===== src/rtl/sync_fifo_lvl.sv =====
// Single-clock FIFO with arbitrary depth, optional first-word-fall-through,
// fill-level/threshold flags, sticky error flags and synchronous flush.
module sync_fifo_lvl #(
  parameter int D_SIZE  = 16,
  parameter int F_DEPTH = 8,
  parameter int P_SIZE  = 4,
  parameter int AF_LVL  = 6,
  parameter int AE_LVL  = 2,
  parameter int FWFT    = 0
) (
  input  logic              i_clk,
  input  logic              i_rstn,
  input  logic              i_wr_en,
  input  logic [D_SIZE-1:0] i_wr_data,
  input  logic              i_rd_en,
  input  logic              i_flush,
  input  logic              i_err_clr,
  output logic [D_SIZE-1:0] o_rd_data,
  output logic              o_rd_valid,
  output logic              o_full,
  output logic              o_empty,
  output logic              o_almost_full,
  output logic              o_almost_empty,
  output logic [P_SIZE-1:0] o_level,
  output logic              o_overflow,
  output logic              o_underflow
);

  localparam int PW = $clog2(F_DEPTH);
  localparam logic [PW-1:0] LAST = PW'(F_DEPTH - 1);
  localparam logic [P_SIZE-1:0] L_FULL = P_SIZE'(F_DEPTH);
  localparam logic [P_SIZE-1:0] L_AF = P_SIZE'(AF_LVL);
  localparam logic [P_SIZE-1:0] L_AE = P_SIZE'(AE_LVL);

  logic [D_SIZE-1:0] mem [F_DEPTH];
  logic [PW-1:0]     wr_ptr;
  logic [PW-1:0]     rd_ptr;
  logic [P_SIZE-1:0] level_nxt;
  logic              wr_ok;
  logic              rd_ok;
  logic              ov_set;
  logic              un_set;

  // Explicit wrap keeps non-power-of-2 depths correct.
  function automatic logic [PW-1:0] inc(input logic [PW-1:0] p);
    return (p == LAST) ? '0 : p + PW'(1);
  endfunction

  assign wr_ok  = i_wr_en & ~o_full & ~i_flush;
  assign rd_ok  = i_rd_en & ~o_empty & ~i_flush;
  assign ov_set = i_wr_en & o_full & ~i_flush;
  assign un_set = i_rd_en & o_empty & ~i_flush;

  always_comb begin
    level_nxt = o_level;
    if (i_flush)
      level_nxt = '0;
    else if (wr_ok & ~rd_ok)
      level_nxt = o_level + P_SIZE'(1);
    else if (rd_ok & ~wr_ok)
      level_nxt = o_level - P_SIZE'(1);
  end

  always_ff @(posedge i_clk or negedge i_rstn) begin
    if (!i_rstn) begin
      wr_ptr         <= '0;
      rd_ptr         <= '0;
      o_level        <= '0;
      o_full         <= 1'b0;
      o_empty        <= 1'b1;
      o_almost_full  <= 1'b0;
      o_almost_empty <= 1'b1;
      o_overflow     <= 1'b0;
      o_underflow    <= 1'b0;
    end else begin
      if (i_flush) begin
        wr_ptr <= '0;
        rd_ptr <= '0;
      end else begin
        if (wr_ok) wr_ptr <= inc(wr_ptr);
        if (rd_ok) rd_ptr <= inc(rd_ptr);
      end
      o_level        <= level_nxt;
      o_full         <= (level_nxt == L_FULL);
      o_empty        <= (level_nxt == '0);
      o_almost_full  <= (level_nxt >= L_AF);
      o_almost_empty <= (level_nxt <= L_AE);
      if (ov_set)
        o_overflow <= 1'b1;
      else if (i_err_clr)
        o_overflow <= 1'b0;
      if (un_set)
        o_underflow <= 1'b1;
      else if (i_err_clr)
        o_underflow <= 1'b0;
    end
  end

  always_ff @(posedge i_clk) begin
    if (wr_ok) mem[wr_ptr] <= i_wr_data;
  end

  generate
    if (FWFT != 0) begin : g_fwft
      assign o_rd_data  = mem[rd_ptr];
      assign o_rd_valid = ~o_empty;
    end else begin : g_reg
      logic [D_SIZE-1:0] rdata;
      logic              rvalid;
      always_ff @(posedge i_clk or negedge i_rstn) begin
        if (!i_rstn) begin
          rdata  <= '0;
          rvalid <= 1'b0;
        end else begin
          rvalid <= rd_ok;
          if (rd_ok) rdata <= mem[rd_ptr];
        end
      end
      assign o_rd_data  = rdata;
      assign o_rd_valid = rvalid;
    end
  endgenerate

endmodule


===== config.mk =====
export PLATFORM = sky130hd
export DESIGN_NAME = sync_fifo_lvl
export DESIGN_NICKNAME = d
export VERILOG_FILES = /design/src/rtl/sync_fifo_lvl.sv
export SDC_FILE = /design/constraint.sdc
export NUM_CORES = 1
export LEC_CHECK = 0
export ABC_CLOCK_PERIOD_IN_PS = 8830
export CORE_UTILIZATION = 50
export DETAILED_ROUTE_END_ITERATION = 7
export DONT_BUFFER_PORTS = 1
export GPL_TIMING_DRIVEN = 0
export SYNTH_ARGS = -nofsm -noshare
export SYNTH_HDL_FRONTEND = slang
export SYNTH_SLANG_ARGS = --single-unit

===== constraint.sdc =====
create_clock -name i_clk -period 8.83 [get_ports i_clk]
set_clock_uncertainty 0.15 [all_clocks]
set_input_delay 1.3245 -clock i_clk [delete_from_list [all_inputs] [get_ports i_clk]]
set_output_delay 1.3245 -clock i_clk [all_outputs]
set_load 0.01 [all_outputs]

==> impl_metrics.json, run 1 <==
{
  "diodes": 0,
  "rrSetupSlack_ps": 6380,
  "fp.dieH_um": 115,
  "synth_seq_cells": 161,
  "cts.clk_slew.worst_paths_ps": 60,
  "p_leak_uw": 0.00247,
  "clk_path_buf_depth": 2,
  "routed_via_density": 5.71,
  "cp_max_fo": 10,
  "max_freq_mhz": 355,
  "nFillCells": 935,
  "dp_hpwl_um": 7890,
  "startpoint": "i_flush",
  "ys_seq_area_share_pct": 73.4,
  "grtUsageTotal_pct": 21.0,
  "place_inst": 515,
  "rows": 40,
  "routedWlPerCell_um": 22.4,
  "io_buffers": 0,
  "arrival_ps": 2790,
  "r2r-start": "o_full",
  "cts_buffers": 17,
  "grt_first_pass_wirelength_um": 19100,
  "drive_gt1_share_pct": 29.3,
  "drv_cap": 0,
  "avgSynthCellArea_sq_um": 18.9,
  "overflow": 0,
  "fin_crit_sh_pct": 31.9,
  "rsz0062_at_grt": "false",
  "crit_type": "in -> reg",
  "syn_nets": 365,
  "start_util_pct": 52.1,
  "fin_nets": 394,
  "synth_cell_type_count": 37,
  "vias": 3125,
  "clkLatencyLatePin_ps": 420,
  "synth_top_cell_by_area": "edfxtp_1",
  "hold_violations": 0,
  "run_status": "completed",
  "cts_tree": "done",
  "max_stage_delay_ps": 570,
  "hold_buffers": 0,
  "worst_slew_pin_slew_ps": 614,
  "finalPower_uw": 1930,
  "fin_util_pct": 60.2,
  "yosys-top-cells-area": "edfxtp_1 60%, dfrtp_1 12%, mux4_2 11%",
  "synth_top_area_share_pct": 60.4,
  "syn_inst": 337,
  "root_buffer": "clkbuf_16",
  "dr.pass1.iters": 4,
  "crit_family": "simple AND/OR/NAND/NOR gates",
  "tns_ps": 0,
  "hold_depth": 2,
  "cp_slowest_cell": "or3_2",
  "min_to": "o_underflow",
  "clock_sinks": 161,
  "cts.repair.resized": 0,
  "worstPathRequired_ps": 8800,
  "antenna_found_initial": 0,
  "stdcell_count": 547,
  "gp_congestion": 0.723,
  "postCtsSetupBuffers": 0,
  "syn_area_sq_um": 6370,
  "vdd_drop_max_mv": 0.145,
  "h-tree-depth": 4,
  "worstHoldPathType": "reg -> reg",
  "grt_max_degree": 34,
  "ys_warn_count": 0,
  "worstHoldStart": "o_empty",
  "slew_violations": 0,
  "crit_chain": "clkbuf_8 > or3_2 > nor2_2 > buf_8",
  "critPathBufInv": 2,
  "r2r_end": "mem[6][0]",
  "setup_viol": 0,
  "cp-start-kind": "input pin",
  "grt_pass1_vias": 3326,
  "slew_headroom_pct": 59.0,
  "final_common_cell": "edfxtp_1",
  "end_kind": "flip-flop",
  "power_density_nw_per_um2": 262,
  "reg2reg_depth": 5,
  "path_depth": 4,
  "core_sq_um": 12200,
  "dieWidth_um": 115,
  "dr.first_iter.drc_count": 182,
  "ios": 49,
  "dieArea_sq_um": 13200,
  "antenna_left": 0,
  "period_minus_slack_ps": 2820,
  "drc": 0,
  "wl_um": 12300,
  "final_cell_mix": "128 x edfxtp_1, 32 x mux4_2, 31 x dfrtp_1",
  "syn_to_final_growth_pct": 15.4
}
power breakdown:
group	internal [uW]	switching (uW)	total, uW
Sequential	886	71.5	958
Clock	438	278	716
Combinational	124	131	255
sequential cells by signal (all words and copies together) (netlist names):
register and count:
mem 128, o_almost_empty 1, o_almost_full 1, o_empty 1
o_full 1, o_level 4, o_overflow 1, o_rd_data 16
o_rd_valid 1, o_underflow 1, rd_ptr 3, wr_ptr 3
how the worst max path moves through the flow:
stage	endpoint	slack (ps)
detailed placement	mem[6][6]	5560
global placement	mem[0][8]	3870
finish	mem[6][0]	6010
global route	mem[6][14]	5970
floorplan	mem[0][0]	5140
CTS	mem[6][14]	6000
stage by stage:
stage,worst slack (ps),hold WS [ps],cell area [sq um]
floorplan,5140,387,6370
global placement,3870,406,6580
detailed placement,5560,410,6770
CTS,6000,414,7350
global route,5970,424,7350
finish,6010,409,7350
tightest hold or removal path, cell delays in order (launching register included):
cell	delay [ps]
dfstp_2	390
nand2_1	60
o22ai_1	70
routing by layer:
metal	wire (um)	vias up	part of all wire [%]	track usage, %
met4	91	0	0.74	7.71
met5	0	-	0	0
met3	539	7	4.4	5.80
met2	6240	78	51	34.2
li1	-	1379	-	-
met1	5400	1661	44	27.2
cell type report:
cell class	count	area, sq um	share of cell area [%]
plain buffers	17	131	1.79
clock buffers	23	478	6.50
clock inverters	9	106	1.45
inverters	4	15.0	0.204
multi-input cells	155	1570	21.4
flip-flops and latches	161	4670	63.6
well taps	168	210	2.86
repair buffers	10	164	2.23
synthesized netlist by cell type:
library cell and number:
a211oi_1 1, a211oi_2 2, a21boi_0 1, a21o_1 1, a21oi_1 22, a21oi_2 1, a311oi_2 1, a31oi_1 1
a32oi_1 1, and2b_2 2, and2b_4 2, buf_2 7, buf_4 1, buf_6 6, clkbuf_1 2, clkbuf_8 1
dfrtp_1 31, dfstp_2 2, edfxtp_1 128, ha_1 6, inv_1 4, mux2_4 2, mux2i_1 16, mux4_2 32
nand2_1 12, nand2b_1 4, nand3_1 2, nand3b_1 2, nor2_1 28, nor2_4 2, nor3_1 5, nor3b_2 1
nor4_4 1, o21ai_0 3, o22ai_1 1, or3_2 1, xnor2_1 2
logic make-up after synthesis:
kind of cell    Yosys count  share of synthesized area, %
flops                   161                          73.4
simple gates             62                          5.13
mux                      50                          14.3
compound gates           35                          3.42
buf+inv                  21                          2.30
fa+ha+maj                 6                          1.18
xor+xnor                  2                         0.275
No activity file was read; power rests on OpenSTA's default activity.
==> run 2: changes to the inputs <==
--- a/config.mk
+++ b/config.mk
@@ -5,7 +5,7 @@
 export SDC_FILE = /design/constraint.sdc
 export NUM_CORES = 1
 export LEC_CHECK = 0
-export ABC_CLOCK_PERIOD_IN_PS = 8830
+export ABC_CLOCK_PERIOD_IN_PS = 2800
 export CORE_UTILIZATION = 50
 export DETAILED_ROUTE_END_ITERATION = 7
 export DONT_BUFFER_PORTS = 1
==> constraint.sdc (replaced) <==
create_clock -name i_clk -period 2.8 [get_ports i_clk]
set_clock_uncertainty 0.15 [all_clocks]
set_input_delay 0.42 -clock i_clk [delete_from_list [all_inputs] [get_ports i_clk]]
set_output_delay 0.42 -clock i_clk [all_outputs]
set_load 0.01 [all_outputs]
==> run 2 against run 1 <==
Via count grew 0.64%. Clock power rose to 3.3 times the previous value. Global-route usage rose by 0.83 points. Sequential share of layout area fell by 1.8 points. Hold slack got worse by 390 ps. First-iteration DRC count down 14%. Sequential power grew to 3.2 times the previous value. Final cell count increased by 3.5%. Worst setup slack worse by 5700 ps. Register-to-register slack worse by 6100 ps. Flip-flop and latch count stayed put. Final area grew 2.9%. Critical path type is now reg -> reg. Critical endpoint is now mem[4][4]. Highest routed layer unchanged.
==> impl_metrics.json, run 2 (synthesized netlist as in run 1, its figures left out) <==
{
  "run_status": "completed",
  "syn_to_final_growth_pct": 18.8,
  "rsz0062_at_grt": "false",
  "fp.dieH_um": 115,
  "drive_gt1_share_pct": 28.1,
  "p_leak_uw": 0.00256,
  "end_kind": "flip-flop",
  "nFillCells": 915,
  "final_common_cell": "edfxtp_1",
  "wl_um": 12700,
  "ios": 49,
  "dr.first_iter.drc_count": 157,
  "final_area_sq_um": 7560,
  "grt_max_degree": 34,
  "rrSetupSlack_ps": 310,
  "clkLatencyLatePin_ps": 430,
  "grtUsageTotal_pct": 21.8,
  "routed_via_density": 5.56,
  "cts.clk_slew.worst_paths_ps": 60,
  "slew_violations": 0,
  "swShare_pct": 24.8,
  "vdd_drop_max_mv": 0.448,
  "final_cell_mix": "128 x edfxtp_1, 32 x mux4_2, 31 x dfrtp_1",
  "worst_slew_pin_slew_ps": 720,
  "worstHoldPathType": "in -> reg",
  "cp_max_fo": 9,
  "r2r_end": "mem[4][4]",
  "period_minus_slack_ps": 2490,
  "cts_tree": "done",
  "seqPwrFrac_pct": 48.2,
  "rows": 40,
  "cp-start-kind": "flip-flop",
  "largest_reg_flops": 128,
  "regArea_sq_um": 4670,
  "grt_use_met1_pct": 29.4,
  "antenna_left": 0,
  "reg2reg_depth": 5,
  "power_frac_comb_pct": 13.7,
  "use_met2_pct": 34.1,
  "fin_nets": 413,
  "worstHoldStart": "i_wr_en",
  "max_freq_mhz": 402,
  "dp_hpwl_um": 7920,
  "met3_usage_pct": 5.22,
  "slew_headroom_pct": 52.0,
  "antenna_found_initial": 0,
  "diodes": 0,
  "clk_path_buf_depth": 2,
  "hold_depth": 2,
  "crit_type": "reg -> reg",
  "grt_pass1_vias": 3367,
  "dr.pass1.iters": 4,
  "grt_first_pass_wirelength_um": 19600,
  "cts_buffers": 17,
  "place_area_sq_um": 6740,
  "root_buffer": "clkbuf_16",
  "h-tree-depth": 4,
  "clock_sinks": 161,
  "setup_viol": 0,
  "dieArea_sq_um": 13200,
  "overflow": 0,
  "fin_crit_sh_pct": 88.8,
  "dieWidth_um": 115,
  "switching_power_uw": 1550,
  "routedWlPerCell_um": 22.4,
  "power_frac_clock_pct": 38.0,
  "multi_input_area_sq_um": 1580,
  "power_density_nw_per_um2": 827,
  "p_int_uw": 4700,
  "largest_register": "mem",
  "worstPathRequired_ps": 2780,
  "io_buffers": 0,
  "gp_congestion": 0.733,
  "finalPower_uw": 6250,
  "arrival_ps": 2470,
  "r2r-start": "o_full",
  "hold_violations": 0,
  "min_to": "o_overflow",
  "grt_busiest_layer": "met2",
  "drc": 0,
  "core_sq_um": 12200,
  "drv_cap": 0,
  "start_util_pct": 52.1,
  "vias": 3145
}
==> run 2: cell count changes in the layout (fill, tap and decap cells not counted), sizes merged <==
cell | before | now
inv | 5 | 4
dlygate4sd3 | 0 | 19
clkinv | 3 | 4
clkinvlp | 3 | 2
bufinv | 2 | 3
==> run 2: worst max path at each step <==
stage | slack, ps | endpoint | from
floorplan | 230 | mem[1][0] | o_full
finish | 310 | mem[4][4] | o_full
detailed placement | 300 | mem[4][2] | o_full
CTS | 290 | mem[4][3] | o_full
global placement | -1140 | mem[1][7] | o_full
global route | 210 | mem[4][4] | o_full
==> run 2: per-layer routing <==
layer	part of all wire [%]	up-vias
met3	6.3	17
met2	49	98
met1	43	1614
met5	0	-
met4	1.7	0
li1	-	1416
==> run 2: per-stage QoR <==
step,util [%],setup TNS [ps],hold WS (ps),worst slack [ps],cells
after floorplan,-,0,-25.6,226,337
after global placement,53.9,-52200,-24.8,-1140,505
after detailed placement,55.2,0,-24.7,304,514
after CTS,61.9,0,14.4,286,566
after global routing,61.9,0,14.0,212,566
final,61.9,0,21.7,313,566
==> run 2: critical path: stages (launching register included) <==
cell and delay [ps]:
dfrtp_1 430, nand2b_1 180, buf_6 150, or3_2 500, nor2_2 560, buf_8 230
==> run 2: final cells by class <==
type	count	share of cell area, %
Sequential cell	161	61.8
Clock buffer	23	6.45
Inverter	4	0.199
Clock inverter	9	1.70
Buffer	17	1.74
Multi-Input combinational cell	155	20.9
Timing Repair Buffer	29	4.47
Tap cell	168	2.78
==> run 2: power by group through the flow <==
stage / logic (uW) / clock network (uW) / registers, uW
finish: 858 / 2380 / 3020
global route: 959 / 2510 / 3040
CTS: 876 / 2420 / 3020
detailed placement: 809 / 0 / 3070
global placement: 783 / 0 / 3070
floorplan: 647 / 0 / 3020
==> run 2: what timing repair did <==
action                                 4_1_cts  5_1_grt
endpoints found under the hold margin      163        0
hold buffers                                20        0
resized for setup                            0        0
buffers inserted                             0        0
